<file path="src/rtl/rpi_irq_scheduler.sv">
// rpi_irq_scheduler: funnels up to NUM_SRC audio-side interrupt requests onto one
// Pi-facing interrupt line, one at a time, with round-robin grants.
// Each interrupt stays asserted until the Pi acks it. A hold-off gap follows every ack.
//
// Ports:
//   clk_in       50 MHz system clock
//   reset        synchronous, active-high reset
//   src_req      per-source request levels; a rising edge sets the pending flag
//   ack_in       asynchronous Pi acknowledge; synchronized with two flops
//   irq_out      interrupt line to the Pi, active high
//   irq_id       index of the source being serviced; valid while irq_out=1
//   pending      sticky pending flags, for debug
//   busy         high whenever the block is not idle
//   timeout_err  one-cycle pulse on ack timeout
//
// Optional feature: define IRQ_TIMEOUT_EN to enable the ack timeout.
// Without it, ASSERT waits forever and timeout_err is constant 0.
module rpi_irq_scheduler #(
  parameter int unsigned NUM_SRC        = 4,
  parameter int unsigned ID_W           = 2,
  parameter int unsigned HOLDOFF_CYCLES = 64,
  parameter int unsigned TIMEOUT_CYCLES = 131072
) (
  input  logic               clk_in,
  input  logic               reset,
  input  logic [NUM_SRC-1:0] src_req,
  input  logic               ack_in,
  output logic               irq_out,
  output logic [ID_W-1:0]    irq_id,
  output logic [NUM_SRC-1:0] pending,
  output logic               busy,
  output logic               timeout_err
);

  if (NUM_SRC < 2 || NUM_SRC > 8 || NUM_SRC > (1 << ID_W)) begin : g_bad_num_src
    $error("rpi_irq_scheduler: NUM_SRC must be 2..8 and fit in ID_W bits");
  end
  if (HOLDOFF_CYCLES < 1 || TIMEOUT_CYCLES < 1) begin : g_bad_cycles
    $error("rpi_irq_scheduler: HOLDOFF_CYCLES and TIMEOUT_CYCLES must be >= 1");
  end

  localparam int unsigned HoW = $clog2(HOLDOFF_CYCLES + 1);

  typedef enum logic [1:0] {StIdle, StAssert, StHoldoff} state_e;

  state_e             state_q, state_d;
  logic               ack_m_q, ack_s_q, ack_s_prev_q;
  logic               ack_rise;
  logic [NUM_SRC-1:0] src_q, rise, clr;
  logic [NUM_SRC-1:0] pending_q, pending_d;
  logic [ID_W-1:0]    last_q, last_d;
  logic [ID_W-1:0]    id_q, id_d;
  logic [HoW-1:0]     hold_q, hold_d;
  logic               irq_q, irq_d;
  logic               busy_q, busy_d;
  logic               to_err_q, to_err_d;
  logic               to_fire;
  logic               win_found;
  logic [ID_W-1:0]    win_idx;
  logic [ID_W:0]      sum;
  logic [ID_W-1:0]    cand;

`ifdef IRQ_TIMEOUT_EN
  localparam int unsigned ToW = $clog2(TIMEOUT_CYCLES + 1);
  logic [ToW-1:0] to_cnt_q, to_cnt_d;
`endif

  assign ack_rise  = ack_s_q & ~ack_s_prev_q;
  assign rise      = src_req & ~src_q;
  // A rise in the same cycle as the clear wins, so the source is serviced again.
  assign pending_d = (pending_q & ~clr) | rise;

  // Round-robin search starting one past the last grant, wrapping at NUM_SRC.
  always_comb begin
    win_found = 1'b0;
    win_idx   = '0;
    sum       = '0;
    cand      = '0;
    for (int unsigned k = 1; k <= NUM_SRC; k++) begin
      sum = {1'b0, last_q} + (ID_W + 1)'(k);
      if (sum >= (ID_W + 1)'(NUM_SRC)) sum = sum - (ID_W + 1)'(NUM_SRC);
      cand = ID_W'(sum);
      if (!win_found && pending_q[cand]) begin
        win_found = 1'b1;
        win_idx   = cand;
      end
    end
  end

  // State register.
  always_ff @(posedge clk_in) begin
    if (reset) begin
      state_q      <= StIdle;
      ack_m_q      <= 1'b0;
      ack_s_q      <= 1'b0;
      ack_s_prev_q <= 1'b0;
      // Track levels during reset so requests held across it do not count as rises.
      src_q        <= src_req;
      pending_q    <= '0;
      last_q       <= ID_W'(NUM_SRC - 1);
      id_q         <= '0;
      hold_q       <= '0;
      irq_q        <= 1'b0;
      busy_q       <= 1'b0;
      to_err_q     <= 1'b0;
`ifdef IRQ_TIMEOUT_EN
      to_cnt_q     <= '0;
`endif
    end else begin
      state_q      <= state_d;
      ack_m_q      <= ack_in;
      ack_s_q      <= ack_m_q;
      ack_s_prev_q <= ack_s_q;
      src_q        <= src_req;
      pending_q    <= pending_d;
      last_q       <= last_d;
      id_q         <= id_d;
      hold_q       <= hold_d;
      irq_q        <= irq_d;
      busy_q       <= busy_d;
      to_err_q     <= to_err_d;
`ifdef IRQ_TIMEOUT_EN
      to_cnt_q     <= to_cnt_d;
`endif
    end
  end

  // Next-state logic.
  always_comb begin
    state_d = state_q;
    last_d  = last_q;
    id_d    = id_q;
    hold_d  = hold_q;
    clr     = '0;
    to_fire = 1'b0;
`ifdef IRQ_TIMEOUT_EN
    to_cnt_d = to_cnt_q;
`endif
    unique case (state_q)
      StIdle: begin
        if (win_found) begin
          id_d    = win_idx;
          last_d  = win_idx;
          state_d = StAssert;
`ifdef IRQ_TIMEOUT_EN
          to_cnt_d = '0;
`endif
        end
      end
      StAssert: begin
        if (ack_rise) begin
          clr[id_q] = 1'b1;
          hold_d    = HoW'(HOLDOFF_CYCLES - 1);
          state_d   = StHoldoff;
        end
`ifdef IRQ_TIMEOUT_EN
        // Pending stays set on timeout; last has already moved past this source.
        else if (to_cnt_q == ToW'(TIMEOUT_CYCLES - 1)) begin
          to_fire = 1'b1;
          hold_d  = HoW'(HOLDOFF_CYCLES - 1);
          state_d = StHoldoff;
        end else begin
          to_cnt_d = to_cnt_q + 1'b1;
        end
`endif
      end
      StHoldoff: begin
        // A Pi still holding ack high keeps us here after the count expires.
        if (hold_q != '0) begin
          hold_d = hold_q - 1'b1;
        end else if (!ack_s_q) begin
          state_d = StIdle;
        end
      end
      default: state_d = StIdle;
    endcase
  end

  // Output logic: computed from the next state so every output is a flop.
  always_comb begin
    irq_d    = (state_d == StAssert);
    busy_d   = (state_d != StIdle);
    to_err_d = to_fire;
  end

  assign irq_out     = irq_q;
  assign irq_id      = id_q;
  assign pending     = pending_q;
  assign busy        = busy_q;
  assign timeout_err = to_err_q;

endmodule

</file>
<file path="config.mk">
export PLATFORM = sky130hd
export DESIGN_NAME = rpi_irq_scheduler
export DESIGN_NICKNAME = d
export VERILOG_FILES = /design/src/rtl/rpi_irq_scheduler.sv
export SDC_FILE = /design/constraint.sdc
export NUM_CORES = 1
export LEC_CHECK = 0
export CORE_UTILIZATION = 50
export CTS_CLUSTER_DIAMETER = 200
export DETAILED_ROUTE_END_ITERATION = 6
export PLACE_DENSITY_LB_ADDON = 0.12
export SLEW_MARGIN = 10
export SYNTH_ARGS = -nofsm -noshare
export SYNTH_HDL_FRONTEND = slang
export SYNTH_SLANG_ARGS = --single-unit
export TNS_END_PERCENT = 20
</file>
<file path="constraint.sdc">
create_clock -name clk_in -period 2 [get_ports clk_in]
set_input_delay 0.5 -clock clk_in [delete_from_list [all_inputs] [get_ports clk_in]]
set_output_delay 0.5 -clock clk_in [all_outputs]
set_load 0.05 [all_outputs]
</file>
==> parameters.txt, run 1 <==
Parameter                              Value

Outcome
  Run status ... complete, no violations

Route
  Via/cell ratio ... ~5.7
  Detailed-router iteration count before antenna repair ... 4
  Wire per inst ... 12.8 µm
  Via count of the routed design ... between 800 and 900
  Detailed router's first-iteration violation count ... 27
  ANT nets after route ... 0
  Total wirelength of the detailed-routed design ... just over 2 mm
  Drt drc ... 0

Timing
  Pins Over Slew Limit ... 0
  Worst hold slack across all endpoints ... about 0.46 ns
  Setup clock skew after layout ... about 0.0019 ns
  Post-route fraction of the period consumed by the critical path ... 96.9%
  Max-slew headroom ... around two thirds
  Sum of negative setup slack ... 0 ns
  Setup repair after global routing missed its margin ... no
  Transition time at the pin with the least slew margin ... just under 0.5 ns
  Setup WS post-layout ... between 0.06 and 0.07 ns
  Final hold violations ... 0
  Final count of negative-setup-slack endpoints ... 0
  Maximum clock rate ... 516 MHz
  Crit path time final ... between 1.5 and 2 ns

Die
  Ports placed on the boundary ... 16
  Die Span Y ... slightly below 50 µm
  Effective utilization at floorplan ... 53.9%
  Area of the core region ... 2000 µm²
  Overall die area ... roughly 2300 µm²
  Std-Cell Rows ... 16
  Horizontal die dimension ... 48.4 µm

Logic synthesis
  Flip-flop cell with the highest count after synthesis ... dfxtp_1
  Adder-cell share of the synthesized area ... 2.32%
  Xor and xnor area share after synthesis ... ~1.6%
  Post-synthesis sequential element count ... 26
  Yosys synthesis warning count ... 0
  Post-Synthesis Cells ... around 110
  Async SR Flop Fraction ... 0%
  Combinational family with the most area after synthesis ... simple AND/OR/NAND/NOR gates
  Number of enable-type register cells in the synthesized netlist ... 0
  Netlist Area Pre-Place ... 1080 µm²
  Portion of netlist area occupied by mux cells ... less than 1%
  Share of synthesized cell area in and, or, nand and nor gates ... between 20% and 30%
  Unique cell type count in the Yosys netlist ... 36
  Post-Syn Nets ... roughly 120
  Compound-cell area share of the yosys netlist ... 17.4%
  Average cell area after synthesis ... about 9.5 µm²
  Sequential-to-total area share from yosys stat ... about 48%

Critical path
  Depth of the worst register-to-register path ... 6
  Worst setup SP type ... register
  Kind of critical path ... register to output pin
  Critical-path maximum fanout ... 1
  Highest cell delay on the worst timing path ... 0.79 ns
  Number of stages on the worst setup path ... 1
  Critical path required time ... 1.50 ns
  Kind of cell adding the most delay to the critical path ... buffers and inverters
  Setup crit end kind ... output pin
  CP Data Arrival Time ... between 1 and 1.5 ns
  R2R Setup Slk ... just over 0.3 ns
  CP max-delay cell ... clkdlybuf4s50_1
  Number of buffers and inverters on the critical path ... 1
  Cells traversed along the worst timing path ... clkdlybuf4s50_1

CTS
  Clock tree from TritonCTS ... done
  TritonCTS buffer count ... 3
  Root buffer cell ... clkbuf_4
  CTS hold repair buffers ... 0
  Insertion delay to the later sink of the worst-skew pair ... between 0.3 and 0.4 ns
  Count of cells resized by post-cts repair ... 0
  Setup bufs post-CTS ... 0
  Number of levels the H-tree was split into ... 1
  Clock-pin slew of the registers on the worst-case setup and hold paths ... approximately 0.13 ns
  Number of buffers on the longest clock path ... 2
  Number of sinks handled by clock tree synthesis ... 26

Cells and area
  Final instance count without filler cells ... approximately 160
  Total of fill cells in the finished design ... between 150 and 200
  End-of-flow core utilization ... between 60% and 70%
  Final nets ... between 100 and 150
  Final design instance area without fill ... around 1300 µm²
  Fraction of final layout cells sized beyond drive strength 1 ... roughly an eighth
  Most frequent cells in the layout ... 26 x dfxtp_1, 13 x a21oi_1, 10 x buf_4
  Leading cell type in the layout, fill and taps excluded ... dfxtp_1
  Number of antenna diodes ... 0
  Area growth, synth to finish ... 19.1%

Power
  Cell area power density ... about 820 nW/µm²
  P_leak ... roughly 0.48 nW
  Total power consumption of the routed design ... between 1 and 1.5 mW
  VDD IR max ... 0.000523 V

Global routing
  Met1 demand-to-capacity share in global routing ... 27.5%
  Global routing met2 resource utilization ... ~33%
  Layer carrying the most global-route usage ... met2
  Global-route wire length before repair ... approximately 3.8 mm
  Fraction of met3 tracks used by global routing ... about 2.2%
  Total global routing overflow ... 0
  Largest net degree at the start of global routing ... 15
  Number of antenna violations at the first check in global routing ... 0
  Number of global-route vias before repair ... just under 900
  Aggregate global-route resource usage ... roughly 20%

Placed design
  Placed inst area ... 1250 µm²
  Worst slack after detailed placement ... roughly 0.29 ns
  Final RePlAce weighted congestion ... about 0.8
  Number of port buffers ... 14
  Inst Count DP ... around 150
  Detailed Place HPWL ... roughly 1.5 mm

Min path
  Hold crit path type ... register to register
  Worst hold path stage count ... 1

Flow run
  Max-Cap Viols ... 0
area by class of cell:
cell class	count	area, µm²	area share [%]
multi-input combinational	79	524	40.8
clock buffer	4	36.3	2.82
timing repair buffer	18	155	12.1
inverter	4	15.0	1.17
sequential	26	520	40.5
tap	27	33.8	2.63
synthesized netlist by cell type (all sizes together), types with 3 or more instances:
master	count	area [µm²]
inv	4	15.0
clkbuf	3	11.3
nor3	6	30.0
a211oi	4	35.0
nand3	3	15.0
nand2b	5	31.3
dfxtp	26	521
nand2	5	18.8
nor2	4	15.0
a21oi	13	65.1
nor2b	9	56.3
routing by layer:
layer,vias to the layer above,wire (µm)
met5,-,0
met4,0,22
met3,4,54
met2,18,947
met1,425,999
li1,447,-
path summary, 6_finish.rpt:
kind / start / end
setup / recovery: busy$_SDFF_PP0_ / busy
hold / removal: ack_m_q$_SDFF_PP0_ / ack_s_q$_SDFF_PP0_
setup reg to reg: hold_q[0]$_SDFFE_PP0P_ / hold_q[3]$_SDFFE_PP0P_
hold reg to reg: ack_m_q$_SDFF_PP0_ / ack_s_q$_SDFF_PP0_
report_power, final:
group | total [mW] | leakage, nW | switching [mW] | internal [mW]
Clock | 0.257 | 0.0210 | 0.146 | 0.111
Combinational | 0.206 | 0.242 | 0.121 | 0.0854
Sequential | 0.588 | 0.215 | 0.0351 | 0.552
Total | 1.05 | 0.478 | 0.301 | 0.749
registers in the layout, indices dropped and copies added (netlist names):
register,cells
src_q,4
irq_out,1
ack_s_q,1
irq_id,2
ack_s_prev_q,1
busy,1
ack_m_q,1
hold_q,7
last_q,2
state_q,2
pending,4
kinds of logic (layout without fill, tap and decap cells):
kind of cell    count (synthesis)  in the layout
buf+inv                         8             26
mux                             1              1
flops                          26             26
fa+ha+maj                       2              2
compound gates                 28             28
xor+xnor                        2              2
simple gates                   45             45
other cells                     1              1
Power figures use the tool's default switching activity.
==> inputs of run 2 (changes only) <==
- CORE_MARGIN: unset -> 2
- GPL_TIMING_DRIVEN: unset -> 0
- SKIP_LAST_GASP: unset -> 1
==> run 2 against run 1 <==
Net effect: the flow now finishes with violations (setup timing); maximum frequency decreased by 7.6%; combinational power about the same; routed wire length increased by 1.1%; largest cell class unchanged.
==> parameters.txt, run 2 (synthesized netlist as in run 1, its figures left out) <==
Parameter                              Value

Outcome
  Run status ... finished with violations
  Violations in the final reports ... setup timing

Cells and area
  Max reg flops ... 7 (unchanged)
  Fraction of final layout cells sized beyond drive strength 1 ... 5.34% (-6.9 points)
  Number of antenna diodes ... 0 (unchanged)
  Register containing the most flip-flops in the final layout ... hold_q
  Total of fill cells in the finished design ... 183 (+5.8%)
  Final nets ... 141 (unchanged)
  Final design instance area without fill ... 1290 µm² (+0.39%)
  Most frequent cells in the layout ... 26 x dfxtp_1, 13 x a21oi_1, 12 x clkdlybuf4s50_1
  End-of-flow core utilization ... 64.4% (+0.25 points)
  Leading cell type in the layout, fill and taps excluded ... dfxtp_1
  Area growth, synth to finish ... 19.6%

Timing
  Post-route fraction of the period consumed by the critical path ... 105% (+7.9 points)
  Transition time at the pin with the least slew margin ... 0.596 ns (+0.0999 ns)
  Setup WS post-layout ... -0.0965 ns (-0.159 ns)
  Max-slew headroom ... 59.9% (-6.9 points)
  Final hold violations ... 0 (unchanged)
  Setup clock skew after layout ... 0.00347 ns (+0.00155 ns)
  Pins Over Slew Limit ... 0 (unchanged)
  Worst hold slack across all endpoints ... 0.461 ns (+0.00239 ns)
  Sum of negative setup slack ... -0.288 ns (-0.288 ns)
  Crit path time final ... 2.10 ns (+0.159 ns)
  Setup repair after global routing missed its margin ... yes
  Final count of negative-setup-slack endpoints ... 4 (+4)
  Maximum clock rate ... 477 MHz (-7.6%)

CTS
  Clock-pin slew of the registers on the worst-case setup and hold paths ... 0.13 ns (about the same)
  TritonCTS buffer count ... 3 (unchanged)
  Root buffer cell ... clkbuf_4
  Number of sinks handled by clock tree synthesis ... 26 (unchanged)
  Number of buffers on the longest clock path ... 2 (unchanged)
  Number of levels the H-tree was split into ... 1 (unchanged)
  Clock tree from TritonCTS ... done
  Insertion delay to the later sink of the worst-skew pair ... 0.31 ns (about the same)

Placed design
  Detailed Place HPWL ... 1.56 mm (+2.0%)
  Final RePlAce weighted congestion ... 0.782 (-0.66%)
  Placed inst area ... 1250 µm² (+0.30%)
  Number of port buffers ... 14 (unchanged)

Power
  Portion of total power attributed to sequential cells ... 56.1% (+0.2 points)
  P_leak ... 0.475 nW (-0.50%)
  Total power consumption of the routed design ... 1.05 mW (-0.40%)
  Share of total power consumed by net switching ... 28.6% (-0.14 points)
  Combinational fraction of design power ... 19.4% (-0.2 points)
  Power dissipated by switching net loads ... 0.299 mW (-0.89%)
  Int Power ... 0.747 mW (-0.21%)
  VDD IR max ... 0.000623 V (+19%)
  Cell area power density ... 811 nW/µm² (-0.79%)
  Clock Power Share ... 24.4% (about the same)

Min path
  Start point of the worst hold path ... ack_m_q$_SDFF_PP0_
  Hold crit path type ... register to register
  Destination of the worst hold path ... ack_s_q$_SDFF_PP0_
  Worst hold path stage count ... 1 (unchanged)

Global routing
  Aggregate global-route resource usage ... 19.1% (-1.0 points)
  Number of global-route vias before repair ... 884 (+0.45%)
  Total global routing overflow ... 0 (unchanged)
  Number of antenna violations at the first check in global routing ... 0 (unchanged)
  Global-route wire length before repair ... 3.77 mm (-0.55%)
  Largest net degree at the start of global routing ... 15 (unchanged)

Critical path
  Critical path required time ... 1.50 ns (about the same)
  Kind of critical path ... register to output pin
  R2R Setup Slk ... 0.28 ns (-0.03 ns)
  Critical-path maximum fanout ... 6 (+5)
  CP max-delay cell ... clkdlybuf4s50_1
  Depth of the worst register-to-register path ... 6 (unchanged)
  Highest cell delay on the worst timing path ... 0.84 ns (+0.05 ns)
  Worst setup SP type ... register
  Cells traversed along the worst timing path ... clkdlybuf4s50_1
  Kind of cell adding the most delay to the critical path ... buffers and inverters
  Worst R2R Start ... hold_q[0]$_SDFFE_PP0P_
  Critical R2R Capture ... hold_q[3]$_SDFFE_PP0P_
  Number of buffers and inverters on the critical path ... 1 (unchanged)
  CP Data Arrival Time ... 1.60 ns (+0.16 ns)
  Setup crit end kind ... output pin

Route
  Total wirelength of the detailed-routed design ... 2.05 mm (+1.1%)
  Via/cell ratio ... 5.57 (-1.6%)
  ANT nets after route ... 0 (unchanged)
  Wire per inst ... 12.9 µm (+1.1%)
  Detailed-router iteration count before antenna repair ... 4 (unchanged)
  Via count of the routed design ... 880 (-1.6%)
  Detailed router's first-iteration violation count ... 18 (-33%)
  Drt drc ... 0 (unchanged)

Die
  Effective utilization at floorplan ... 53.9% (unchanged)
  Std-Cell Rows ... 16 (unchanged)
  Die Span Y ... 50.4 µm (+4.1%)
  Ports placed on the boundary ... 16 (unchanged)
  Horizontal die dimension ... 50.4 µm (+4.1%)
  Overall die area ... 2540 µm² (+8.4%)
  Area of the core region ... 2000 µm² (unchanged)

Flow run
  Max-Cap Viols ... 0 (unchanged)
-- run 2: cell types whose count changed in the layout (fill, tap and decap cells not counted) --
| cell | before | now |
|---|---|---|
| clkdlybuf4s50_1 | 8 | 12 |
| dlymetal6s2s_1 | 0 | 1 |
| clkbuf_1 | 0 | 3 |
| dlygate4sd2_1 | 0 | 1 |
| buf_4 | 10 | 1 |
-- run 2: per-layer routing --
metal / part of all wire [%] / track usage (%)
met1: 50 / 25.1
met2: 46 / 32.5
met3: 3.2 / 2.68
met4: 1.0 / 5.41
met5: 0 / 0
-- run 2: through the flow --
step | cells | worst slack (ns)
after CTS | 158 | -0.124
after detailed placement | 154 | -0.0654
final | 158 | -0.0965
after global routing | 158 | -0.175
after global placement | 154 | -0.0351
after floorplan | 113 | 0.338
-- run 2: area by class of cell --
type	count	area, µm²	share of cell area [%]
Buffer	4	18.8	1.45
Clock buffer	4	36.3	2.81
Inverter	4	15.0	1.16
Multi-Input combinational cell	79	524	40.6
Sequential cell	26	520	40.3
Tap cell	27	33.8	2.62
Timing Repair Buffer	14	141	11.0
-- run 2: power by group through the flow --
stage / Sequential (mW) / Combinational [mW] / Clock, mW
4_1_cts: 0.587 / 0.204 / 0.262
5_1_grt: 0.596 / 0.220 / 0.285
6_report: 0.587 / 0.203 / 0.255
3_3_place_gp: 0.596 / 0.202 / 0
2_1_floorplan: 0.644 / 0.0920 / 0
3_5_place_dp: 0.599 / 0.205 / 0
-- run 2: worst register-to-register path, stage by stage, from the launching register on --
cell and delay (ns):
dfxtp_1 0.43, inv_1 0.09, ha_1 0.22, nor2b_1 0.15
a21oi_1 0.34, a211oi_1 0.14, a311oi_1 0.27
-- run 2: how the worst max path moves through the flow --
stage	startpoint	end	slack (ns)	cells after the start
after global routing	pending[3]$_SDFF_PP0_	pending[3]	-0.18	1
after global placement	reset	hold_q[0]$_SDFFE_PP0P_	-0.04	4
after floorplan	pending[1]$_SDFF_PP0_	last_q[0]$_SDFFE_PP1P_	0.34	4
after CTS	pending[0]$_SDFF_PP0_	pending[0]	-0.12	1
final	irq_id[1]$_SDFFE_PP0P_	irq_id[1]	-0.1	1
after detailed placement	reset	hold_q[1]$_SDFFE_PP0P_	-0.07	4
-- run 2: timing repair --
| item | CTS | global route |
|---|---|---|
| hold buffers | 0 | 0 |
| resized for setup | 1 | 1 |
| setup endpoints to repair | 6 | 5 |
| gates cloned | 0 | 0 |
| setup buffers | 0 | 0 |
